[src/rtl/key_loader_pkg.sv]
// Shared types and width helper for the serial key loader.
package key_loader_pkg;

   typedef enum logic [2:0] {
      KL_IDLE   = 3'd0,
      KL_SHIFT  = 3'd1,
      KL_CHECK  = 3'd2,
      KL_LOCKED = 3'd3,
      KL_ERROR  = 3'd4
   } kl_state_t;

   // Trailer width able to hold a popcount of 0..key_w.
   function automatic int unsigned kl_chk_w(input int unsigned key_w);
      return $clog2(key_w + 1);
   endfunction

endpackage

[src/rtl/key_ones_counter.sv]
// Popcount accumulator for the key phase; clear wins over enable.
module key_ones_counter #(
   parameter int unsigned W = 6
) (
   input  logic         cp,
   input  logic         clr_i,
   input  logic         en_i,
   input  logic         inc_i,
   output logic [W-1:0] cnt_o
);

   logic [W-1:0] cnt_q;
   logic [W-1:0] cnt_d;

   always_comb begin
      cnt_d = cnt_q;
      if (clr_i)
         cnt_d = '0;
      else if (en_i)
         cnt_d = cnt_q + W'(inc_i);
   end

   always_ff @(posedge cp) begin
      cnt_q <= cnt_d;
   end

   assign cnt_o = cnt_q;

endmodule

[src/rtl/key_scan_loader.sv]
// Serial key loader: shifts in key + popcount trailer, checks it, then
// drives the accepted key in parallel to the locked netlist.
module key_scan_loader
   import key_loader_pkg::*;
#(
   parameter int unsigned KEY_W = 32,
   parameter int unsigned CHK_W = kl_chk_w(KEY_W)
) (
   input  logic             cp,
   input  logic             rst,
   input  logic             start,
   input  logic             se,
   input  logic             si,
   output logic [KEY_W-1:0] key,
   output logic             key_valid,
   output logic             busy,
   output logic             err
);

   localparam int unsigned TOT_W = KEY_W + CHK_W;
   localparam int unsigned CNT_W = $clog2(TOT_W + 1);

   kl_state_t          state_q;
   logic [TOT_W-1:0]   sr_q;
   logic [CNT_W-1:0]   bit_cnt_q;
   logic [KEY_W-1:0]   key_q;
   logic               key_valid_q;
   logic               busy_q;
   logic               err_q;

   logic [CHK_W-1:0]   ones_c;
   logic               restart_c;
   logic               key_phase_c;
   logic               ones_clr_c;
   logic               ones_en_c;

   // start is honoured everywhere except the single CHECK cycle
   assign restart_c   = start && (state_q != KL_CHECK);
   assign key_phase_c = bit_cnt_q < CNT_W'(KEY_W);
   assign ones_clr_c  = rst || restart_c;
   assign ones_en_c   = (state_q == KL_SHIFT) && se && !start && key_phase_c;

   key_ones_counter #(
      .W (CHK_W)
   ) u_ones (
      .cp    (cp),
      .clr_i (ones_clr_c),
      .en_i  (ones_en_c),
      .inc_i (si),
      .cnt_o (ones_c)
   );

   always_ff @(posedge cp) begin
      if (rst) begin
         state_q     <= KL_IDLE;
         sr_q        <= '0;
         bit_cnt_q   <= '0;
         key_q       <= '0;
         key_valid_q <= 1'b0;
         busy_q      <= 1'b0;
         err_q       <= 1'b0;
      end else begin
         case (state_q)
            KL_IDLE, KL_LOCKED, KL_ERROR: begin
               if (start) begin
                  state_q     <= KL_SHIFT;
                  sr_q        <= '0;
                  bit_cnt_q   <= '0;
                  key_q       <= '0;
                  key_valid_q <= 1'b0;
                  err_q       <= 1'b0;
                  busy_q      <= 1'b1;
               end
            end
            KL_SHIFT: begin
               if (start) begin
                  sr_q      <= '0;
                  bit_cnt_q <= '0;
               end else if (se) begin
                  sr_q      <= {sr_q[TOT_W-2:0], si};
                  bit_cnt_q <= bit_cnt_q + CNT_W'(1);
                  if (bit_cnt_q == CNT_W'(TOT_W - 1))
                     state_q <= KL_CHECK;
               end
            end
            KL_CHECK: begin
               busy_q <= 1'b0;
               if (sr_q[CHK_W-1:0] == ones_c) begin
                  state_q     <= KL_LOCKED;
                  key_q       <= sr_q[TOT_W-1:CHK_W];
                  key_valid_q <= 1'b1;
               end else begin
                  state_q <= KL_ERROR;
                  err_q   <= 1'b1;
               end
            end
            default: begin
               state_q <= KL_IDLE;
               busy_q  <= 1'b0;
            end
         endcase
      end
   end

   assign key       = key_q;
   assign key_valid = key_valid_q;
   assign busy      = busy_q;
   assign err       = err_q;

endmodule

[config.mk]
export PLATFORM = sky130hd
export DESIGN_NAME = key_scan_loader
export DESIGN_NICKNAME = d
export VERILOG_FILES = /design/src/rtl/key_loader_pkg.sv /design/src/rtl/key_ones_counter.sv /design/src/rtl/key_scan_loader.sv
export SDC_FILE = /design/constraint.sdc
export NUM_CORES = 1
export LEC_CHECK = 0
export BUFFER_PORTS_ARGS = -buffer_cell sky130_fd_sc_hd__buf_4
export CAP_MARGIN = 20
export CORE_ASPECT_RATIO = 1.4
export CORE_UTILIZATION = 57
export CTS_CLUSTER_DIAMETER = 30
export DETAILED_ROUTE_END_ITERATION = 7
export PLACE_DENSITY = 0.88
export SLEW_MARGIN = 0
export SYNTH_ARGS = -nofsm -noshare
export SYNTH_HDL_FRONTEND = slang
export SYNTH_SLANG_ARGS = --single-unit
[constraint.sdc]
create_clock -name cp -period 2.05 [get_ports cp]
set_clock_uncertainty 0.2 [all_clocks]
set_input_delay 0.1025 -clock cp [delete_from_list [all_inputs] [get_ports cp]]
set_output_delay 0.1025 -clock cp [all_outputs]
set_load 0.05 [all_outputs]
======== Yosys cells after proc, flatten, opt, wreduce, memory -nomap -nowiden ========
Cells that the tools add are included.
word-level totals
  bits in registers ....................... 88
  output and inout port bits .............. 35
operators by class
  add/sub/neg operators ................... 2
  magnitude comparators ................... 1
  eq/ne operators ......................... 14
  mux-type cells .......................... 24
  bitwise gates (word level) .............. 1
  reductions and logical operators ........ 15
operator list
  kind                                                                   number
  38-bit two-way mux                                                     3
  38-bit one-hot mux with 2 select lines                                 1
  32-bit two-way mux                                                     2
  32-bit one-hot mux with 2 select lines                                 1
  6-bit two-way mux                                                      3
  3-bit two-way mux                                                      5
  6-bit one-hot mux with 2 select lines                                  1
  2-bit != test, second input constant                                   5
  3-bit one-hot mux with 3 select lines                                  1
  3-bit AND reduction                                                    3
  6-bit by 1-bit adder with 6-bit output                                 1
  6-bit by 1-bit adder with 6-bit output, second input constant          1
  3-bit by 2-bit equality test with 1-bit output, second input constant  2
  6-bit equality test                                                    1
  6-bit equality test, second input constant                             1
  6-bit less-than comparator, second input constant                      1
  1-bit one-hot mux with 2 select lines                                  3
  1-bit logical AND                                                      4
  1-bit two-way mux                                                      4
  4-bit AND reduction                                                    1
  2-bit nonzero test                                                     2
  3-bit by 1-bit equality test with 1-bit output, second input constant  1
  3-bit equality test, second input constant                             1
  3-bit zero test                                                        1
  other kinds (8)                                                        8

======== Depth between registers and ports, before layout ========
Gate-level depths: netlist of the first run.
  word-level depth ........................ 5
  mapped depth ............................ 7
  depth with buffers taken out ............ 6

======== Hierarchy ========
From an unflattened synthesis of the first run, not the netlist that was laid out.
unflattened totals
  cell total of the unflattened synthesis .. 514
  area total of the unflattened synthesis .. 4130.2 um^2
modules (own cells, without submodules)
  module            instances  cells an instance  area each (um^2)  seq. area each (um^2)
  key_scan_loader   1          489                3877.5            1641.6
  key_ones_counter  1          25                 252.7             120.1

======== Least setup slack after synthesis of the first run ========
OpenSTA, ideal clock, no wires.
  kind .................................... reg2reg
  from .................................... register state_q[1]
  to ...................................... register key_q[31] (netlist: key[31])
  setup time .............................. 0.117 ns
  arrival time ............................ 1.420 ns
  required time ........................... 1.733 ns
  slack ................................... 0.313 ns
  stages on the path, launching flop included .. 7
  period minus slack after synthesis ...... 1.737 ns
  cells stage by stage .................... dfxtp_1 -> buf_4 -> nor3b_4 -> a311o_1 -> a31oi_2 -> buf_6 -> a22o_1
between the ends
  cells in the longest elaborated chain, start to end .. 4
  elaborated cells between the ends (all ways) .. 10
  those cells by class .................... 5 x eq/ne; 1 x mux; 4 x reduce/logical
ends and longest elaborated chain
  what                                                                         line                   source
  start, declared                                                              key_scan_loader.sv:23  kl_state_t state_q;
  start signal, assigned                                                       key_scan_loader.sv:55  state_q <= KL_IDLE;
  start signal, assigned                                                       key_scan_loader.sv:66  state_q <= KL_SHIFT;
  start signal, assigned                                                       key_scan_loader.sv:83  state_q <= KL_CHECK;
  3-bit by 2-bit equality test with 1-bit output (tied with other cells)       key_scan_loader.sv:63  case (state_q)
  3-bit OR reduction                                                           key_scan_loader.sv:63
  2-bit != test (no source line) / 2-bit nonzero test (equally long branches)  n/a
  3-bit AND reduction (no source line)                                         n/a
  end signal, assigned                                                         key_scan_loader.sv:90  key_q <= sr_q[TOT_W-1:CHK_W];
  end, declared                                                                key_scan_loader.sv:26  logic [KEY_W-1:0] key_q;
Parallel ways exist; a longest one is shown, timed or not.
A chain may end at the register's enable or synchronous reset.

======== Final worst setup path of the first run ========
  from .................................... input port start
  to ...................................... register key_q[19] (netlist: key[19])
between the ends
  cells in the longest elaborated chain, start to end .. 2
ends and longest elaborated chain
  what                                  line                   source
  start, declared                       key_scan_loader.sv:11  input logic start,
  2-bit != test (no source line)        n/a
  3-bit AND reduction (no source line)  n/a
No other way between the ends.

==> results of run 1 <==
critical path: cells and delay by family:
kind | cells | cell delay, ps
buffers and inverters | 3 | 1070
AOI/OAI and AO/OA | 3 | 730
and+or+nand+nor | 1 | 160
final timing paths:
kind                                end  depth (start not counted)    start
worst min-delay path                err                          2      err
worst max register to register  key[19]                          5  sr_q[5]
worst min register to register      err                          2      err
worst max-delay path            key[19]                          7    start
power by group through the flow:
stage / registers (mW) / clock network, mW / logic [mW]
6_report: 1.72 / 1.13 / 0.238
5_1_grt: 1.72 / 1.22 / 0.254
4_1_cts: 1.72 / 1.15 / 0.233
3_5_place_dp: 1.76 / 0 / 0.225
3_3_place_gp: 1.76 / 0 / 0.220
2_1_floorplan: 1.77 / 0 / 0.152
registers in the layout, summed over array words and instances, names as in the netlist:
| signal | count |
|---|---|
| sr_q | 38 |
| key | 32 |
| bit_cnt_q | 6 |
| u_ones.cnt_o | 6 |
| state_q | 3 |
| busy | 1 |
| err | 1 |
| key_valid | 1 |
through the flow:
step | worst slack, ps | instance area, sq um
final | 101.0 | 4098
after global routing | 27.91 | 4098
after CTS | 82.93 | 4089
after detailed placement | 91.11 | 3862
after global placement | 157.3 | 3862
after floorplan | 313.2 | 3493
final cells by class:
cell class | instances | area [sq um]
clock buffer | 9 | 123.9
clock inverter | 7 | 62.56
fill | 448 | 1807
inverter | 5 | 18.77
multi-input combinational | 241 | 1541
sequential | 88 | 1763
tap | 70 | 87.58
timing repair buffer | 62 | 500.5
cells by family (layout without fill, tap and decap cells):
logic type               after synthesis  in the layout  synth area share
AO/OA/AOI/OAI                        134            134            0.2450
AND/OR/NAND/NOR                       89             89            0.1422
flip-flops                            88             88            0.5043
buffers and inverters                 40             83           0.05766
XOR/XNOR                              10             10           0.02507
adder cells (fa/ha/maj)                4              4           0.01433
multiplexers                           4              4           0.01146
placed cells by master (no fill, tap or decap), types with 2 or more instances in the layout:
master,instances
dlygate4sd3_1,4
xor2_1,10
nand2_1,9
buf_4,56
ha_1,4
a21oi_1,44
a31o_2,2
clkbuf_8,9
clkinvlp_4,3
o211ai_1,6
nand2b_1,5
nor2_1,11
nand3_1,43
inv_1,5
a31oi_1,2
nand4_1,3
buf_12,2
mux2i_1,4
o21bai_1,3
and2_1,2
a22o_1,32
o21ai_0,36
nor2b_1,4
inv_8,2
dfxtp_1,87
o2111ai_1,2
nor3_1,3
and4_1,2
routing by layer:
layer  global-route usage  up-vias  share of wire  wire length, um
li1                     -     1420              -                -
met1               0.2748     1435           0.41             3087
met2               0.4510       67           0.53             3990
met3              0.05193       15          0.038              284
met4               0.1337        0          0.022              166
met5                    0        -              0                0
timing repair:
action	CTS	global route
gates resized for setup	0	2
endpoints found under the setup margin	0	20
hold buffers	4	0
endpoints found under the hold margin	11	0
==> out/qor.yml, run 1 <==
status:
  outcome: "complete, no violations"
sta:
  rsz0062_at_grt: "false"
  relSlewSlack: 0.6581
  fmax_mhz: 513.1
  worstMarginPinSlew_ps: 511.8
  slew_viol_final: 0
  setup_viol: 0
  setup_tns_ps: 0
  finalHoldViolCount: 0
  period_minus_slack_ps: 1949
  holdWs_ps: 278.7
  finalCritPeriodShare: 0.9507
setup_path:
  crit_type: "in -> reg"
  worstPathCellList: "dlygate4sd3_1, buf_4, nor3b_4, a311o_1, a31oi_2, buf_4, a22o_1"
  critPathMostFrequentCell: "buf_4"
  worst_ep_arrival_time_ps: 2060
  cpPeakStageDelay_ps: 530
  r2r_slack_ps: 150
  worstPathMaxFanout: 32
  crit_slowest_cell: "dlygate4sd3_1"
  worst_setup_path_start_kind: "input port"
  critPathCaptureType: "flop"
  required_ps: 2160
logic_synthesis:
  synth_flop_cell: "dfxtp_1"
  synth_top_area_cell: "dfxtp_1"
  yosysSeqAreaShare: 0.5043
  synth_top_area_share: 0.5043
  synth_seq_cells: 88
  async_reset_ff_frac: 0
  synth_edf_count: 0
  synthCells: 369
  syn_nets: 378
  yosys.cell_types.count: 40
  synthTopCellsByCount: "dfxtp_1, a21oi_1, nand3_1"
  avgSynthCellArea_sq_um: 9.467
  ys_warn_count: 0
  syn_area_sq_mm: 0.003493
  synthTopCellsByArea: "dfxtp_1, a22o_1, a21oi_1"
  yosysMostFrequentCell: "dfxtp_1"
pwr:
  internal-power_mw: 2.249
  power_frac_clock: 0.366
  powerDensity_mw_per_mm2: 754.7
  p_switching_mw: 0.8435
  power_mw: 3.092
  switching_share: 0.2728
  power_frac_comb: 0.077
  irDropWorstVdd_v: 0.0004176
  power_leakage_nw: 1.568
  power_frac_seq: 0.557
clock_network:
  cts_tree: "built"
  htreeDepth: 3
  cts_inserted_buffers: 9
  clock-sinks: 88
  path_clk_slew_ps: 90
  clkLatencyLatePin_ps: 370
  cts_setup_buffers: 0
  clockBufferDepth: 2
  root_buffer: "clkbuf_8"
worst_hold_path:
  hp-class: "reg -> reg"
place:
  dp.cells: 462
  place.gp.congestion: 0.8982
  portBuffers: 39
  dp_hpwl_mm: 4.842
route:
  drc: 0
  drt_wl_total_mm: 7.529
  wl_per_cell_um: 15.62
  ant_nets: 0
  drt_iter0_drc: 351
  viasPerCell: 6.093
  drt_pass1_iterations: 4
  num_vias: 2937
floorplanning:
  rows: 33
  start_util: 0.5917
  coreArea_sq_mm: 0.005904
  die_height_um: 94.63
  die-area_sq_mm: 0.006450
  die_w_um: 68.17
  pin_count: 40
final_layout:
  layout.cells.non_filler: 482
  nets: 416
  antenna_cells: 0
  area_growth_pct: 17.30
  fin_util: 0.6940
  drive_gt1_frac: 0.1990
global_routing:
  antenna_found_initial: 0
  grt_pass1_vias: 2818
  grt_usage: 0.2549
  grt_pass1_wl_mm: 12.37
  grt_overflow: 0
  grt_max_degree: 46
job:
  timing.max_cap.violations: 0
Note: power is estimated with default switching activity, not from simulation.
==> inputs of run 2 (changes only) <==
CORE_UTILIZATION = 45   (was 57)
PLACE_DENSITY = 0.73   (was 0.88)
SLEW_MARGIN = 20   (was 0)
==> run 2 against run 1 <==
  * Worst hold slack better by 1.5 ps
  * Non-clock buffer count down 8
  * Setup slack better by 9.2 ps
  * Global-route usage down 7.2 points
  * Combinational power down 2%
==> out/qor.yml, run 2 (same netlist as run 1, synthesis figures left out) <==
status:
  outcome: "complete, no violations"
pwr:
  power_frac_clock: 0.362  # -0.004
  switching_share: 0.2666  # -0.006209
  power_mw: 3.068  # -0.80%
  power_leakage_nw: 1.548  # -1.3%
  p_switching_mw: 0.8178  # -3.1%
  power_frac_comb: 0.076  # about the same
  internal-power_mw: 2.250  # about the same
  powerDensity_mw_per_mm2: 747.3  # -0.98%
  power_frac_seq: 0.562  # +0.005
  irDropWorstVdd_v: 0.0003530  # -15%
global_routing:
  grt_max_degree: 46  # unchanged
  grt_pass1_wl_mm: 11.90  # -3.8%
  grt_pass1_vias: 2632  # -6.6%
  grt_usage: 0.1831  # -0.07183
  grt_overflow: 0  # unchanged
  antenna_found_initial: 0  # unchanged
worst_hold_path:
  hp-class: "reg -> reg"
  hold-path-endpoint: "err"
  holdPathStages: 2  # unchanged
  hold_start: "err"
final_layout:
  drive_gt1_frac: 0.1807  # -0.01834
  final_cell_mix: "dfxtp_1, buf_4, a21oi_1"
  area_growth_pct: 17.51
  final_common_cell: "dfxtp_1"
  final_area_sq_mm: 0.004105  # +0.18%
  nets: 408  # -1.9%
  max_flop_register: "sr_q"
  antenna_cells: 0  # unchanged
  largest_reg_flops: 38  # unchanged
sta:
  setup_viol: 0  # unchanged
  worstMarginPinSlew_ps: 521.6  # +9.864 ps
  finalCritPeriodShare: 0.9463  # -0.004473
  relSlewSlack: 0.6515  # -0.006590
  fmax_mhz: 515.5  # +0.47%
  finalHoldViolCount: 0  # unchanged
  rsz0062_at_grt: "false"
  slew_viol_final: 0  # unchanged
  period_minus_slack_ps: 1940  # -9.169 ps
  setup_tns_ps: 0  # unchanged
floorplanning:
  pin_count: 40  # unchanged
  die_height_um: 106.3  # +12%
  start_util: 0.4687  # -0.1230
  die-area_sq_mm: 0.008124  # +26%
  die_w_um: 76.47  # +12%
  coreArea_sq_mm: 0.007453  # +26%
  rows: 37  # +12%
route:
  drc: 0  # unchanged
  wl_per_cell_um: 13.83  # -11%
  num_vias: 2818  # -4.1%
  drt_iter0_drc: 281  # -20%
  drt_wl_total_mm: 6.930  # -8.0%
  viasPerCell: 5.625  # -7.7%
  ant_nets: 0  # unchanged
  drt_pass1_iterations: 4  # unchanged
job:
  timing.max_cap.violations: 0  # unchanged
setup_path:
  critPathCaptureType: "flop"
  reg2reg_depth: 5  # unchanged
  r2r_slack_ps: 110  # -40 ps
  crit_type: "reg -> reg"
  reg2reg_to: "key[2]"
  worstPathMaxFanout: 32  # unchanged
  worst_r2r_startpoint: "state_q[1]"
  worst_setup_path_start_kind: "flop"
  worst_ep_arrival_time_ps: 1990  # -70 ps
  required_ps: 2100  # -60 ps
clock_network:
  cts_tree: "built"
  htreeDepth: 3  # unchanged
  clockBufferDepth: 2  # unchanged
  path_clk_slew_ps: 100  # about the same
  clock-sinks: 88  # unchanged
  cts_inserted_buffers: 9  # unchanged
  root_buffer: "clkbuf_8"
  clkLatencyLatePin_ps: 360  # about the same
place:
  place.gp.congestion: 0.8174  # -9.0%
  dp_hpwl_mm: 4.261  # -12%
  portBuffers: 39  # unchanged
  post_dp_cell_area_sq_mm: 0.003874  # +0.29%
## run 2: worst max-delay path, stage by stage (launching register included)
cell and delay [ps]:
dfxtp_1 560, inv_1 100, nor3_1 340, a31oi_2 180, buf_12 200, a22o_1 240
## run 2: through the flow
step / cells / hold slack, ps / util / setup slack, ps
detailed placement: 481 / 184.9 / 0.5197 / 143.2
global route: 501 / 298.4 / 0.5508 / 13.97
CTS: 501 / 282.7 / 0.5508 / 115.0
floorplan: 369 / 63.78 / - / 313.2
finish: 501 / 280.2 / 0.5508 / 110.2
global placement: 481 / 182.1 / 0.5197 / 206.8
## run 2: cell type report
| class | count | area (sq um) |
|---|---|---|
| fillers | 653 | 3348 |
| flip-flops and latches | 88 | 1762 |
| clock buffers | 9 | 123.9 |
| well taps | 97 | 121.4 |
| repair buffers | 54 | 478.0 |
| clock inverters | 7 | 67.56 |
| inverters | 5 | 18.77 |
| multi-input cells | 241 | 1534 |
## run 2: power by group through the flow
| stage | sequential [mW] | clock (mW) | combinational [mW] |
|---|---|---|---|
| 6_report | 1.72 | 1.11 | 0.233 |
| 2_1_floorplan | 1.77 | 0 | 0.152 |
| 4_1_cts | 1.72 | 1.14 | 0.234 |
| 3_3_place_gp | 1.76 | 0 | 0.226 |
| 5_1_grt | 1.72 | 1.22 | 0.256 |
| 3_5_place_dp | 1.76 | 0 | 0.227 |
## run 2: metal layers
layer,GRT usage,routed length [um],up-vias
li1,-,-,1402
met1,0.2138,3133,1329
met2,0.3147,3314,72
met3,0.03348,308,15
met4,0.1016,173,0
met5,0,0,-
## run 2: worst max path at each step
stage               slack [ps]  startpoint  cells past startpoint       to
CTS                        120  state_q[1]                      5   key[2]
global route                10  state_q[1]                      5   key[2]
global placement           210     sr_q[4]                      5  key[12]
floorplan                  310  state_q[1]                      6  key[31]
detailed placement         140  state_q[1]                      5   key[4]
finish                     110  state_q[1]                      5   key[2]
## run 2: repair_timing
action | CTS | global route
buffers inserted | 0 | 0
endpoints found under the hold margin | 10 | 0
gates resized for setup | 0 | 0
hold buffers | 4 | 0
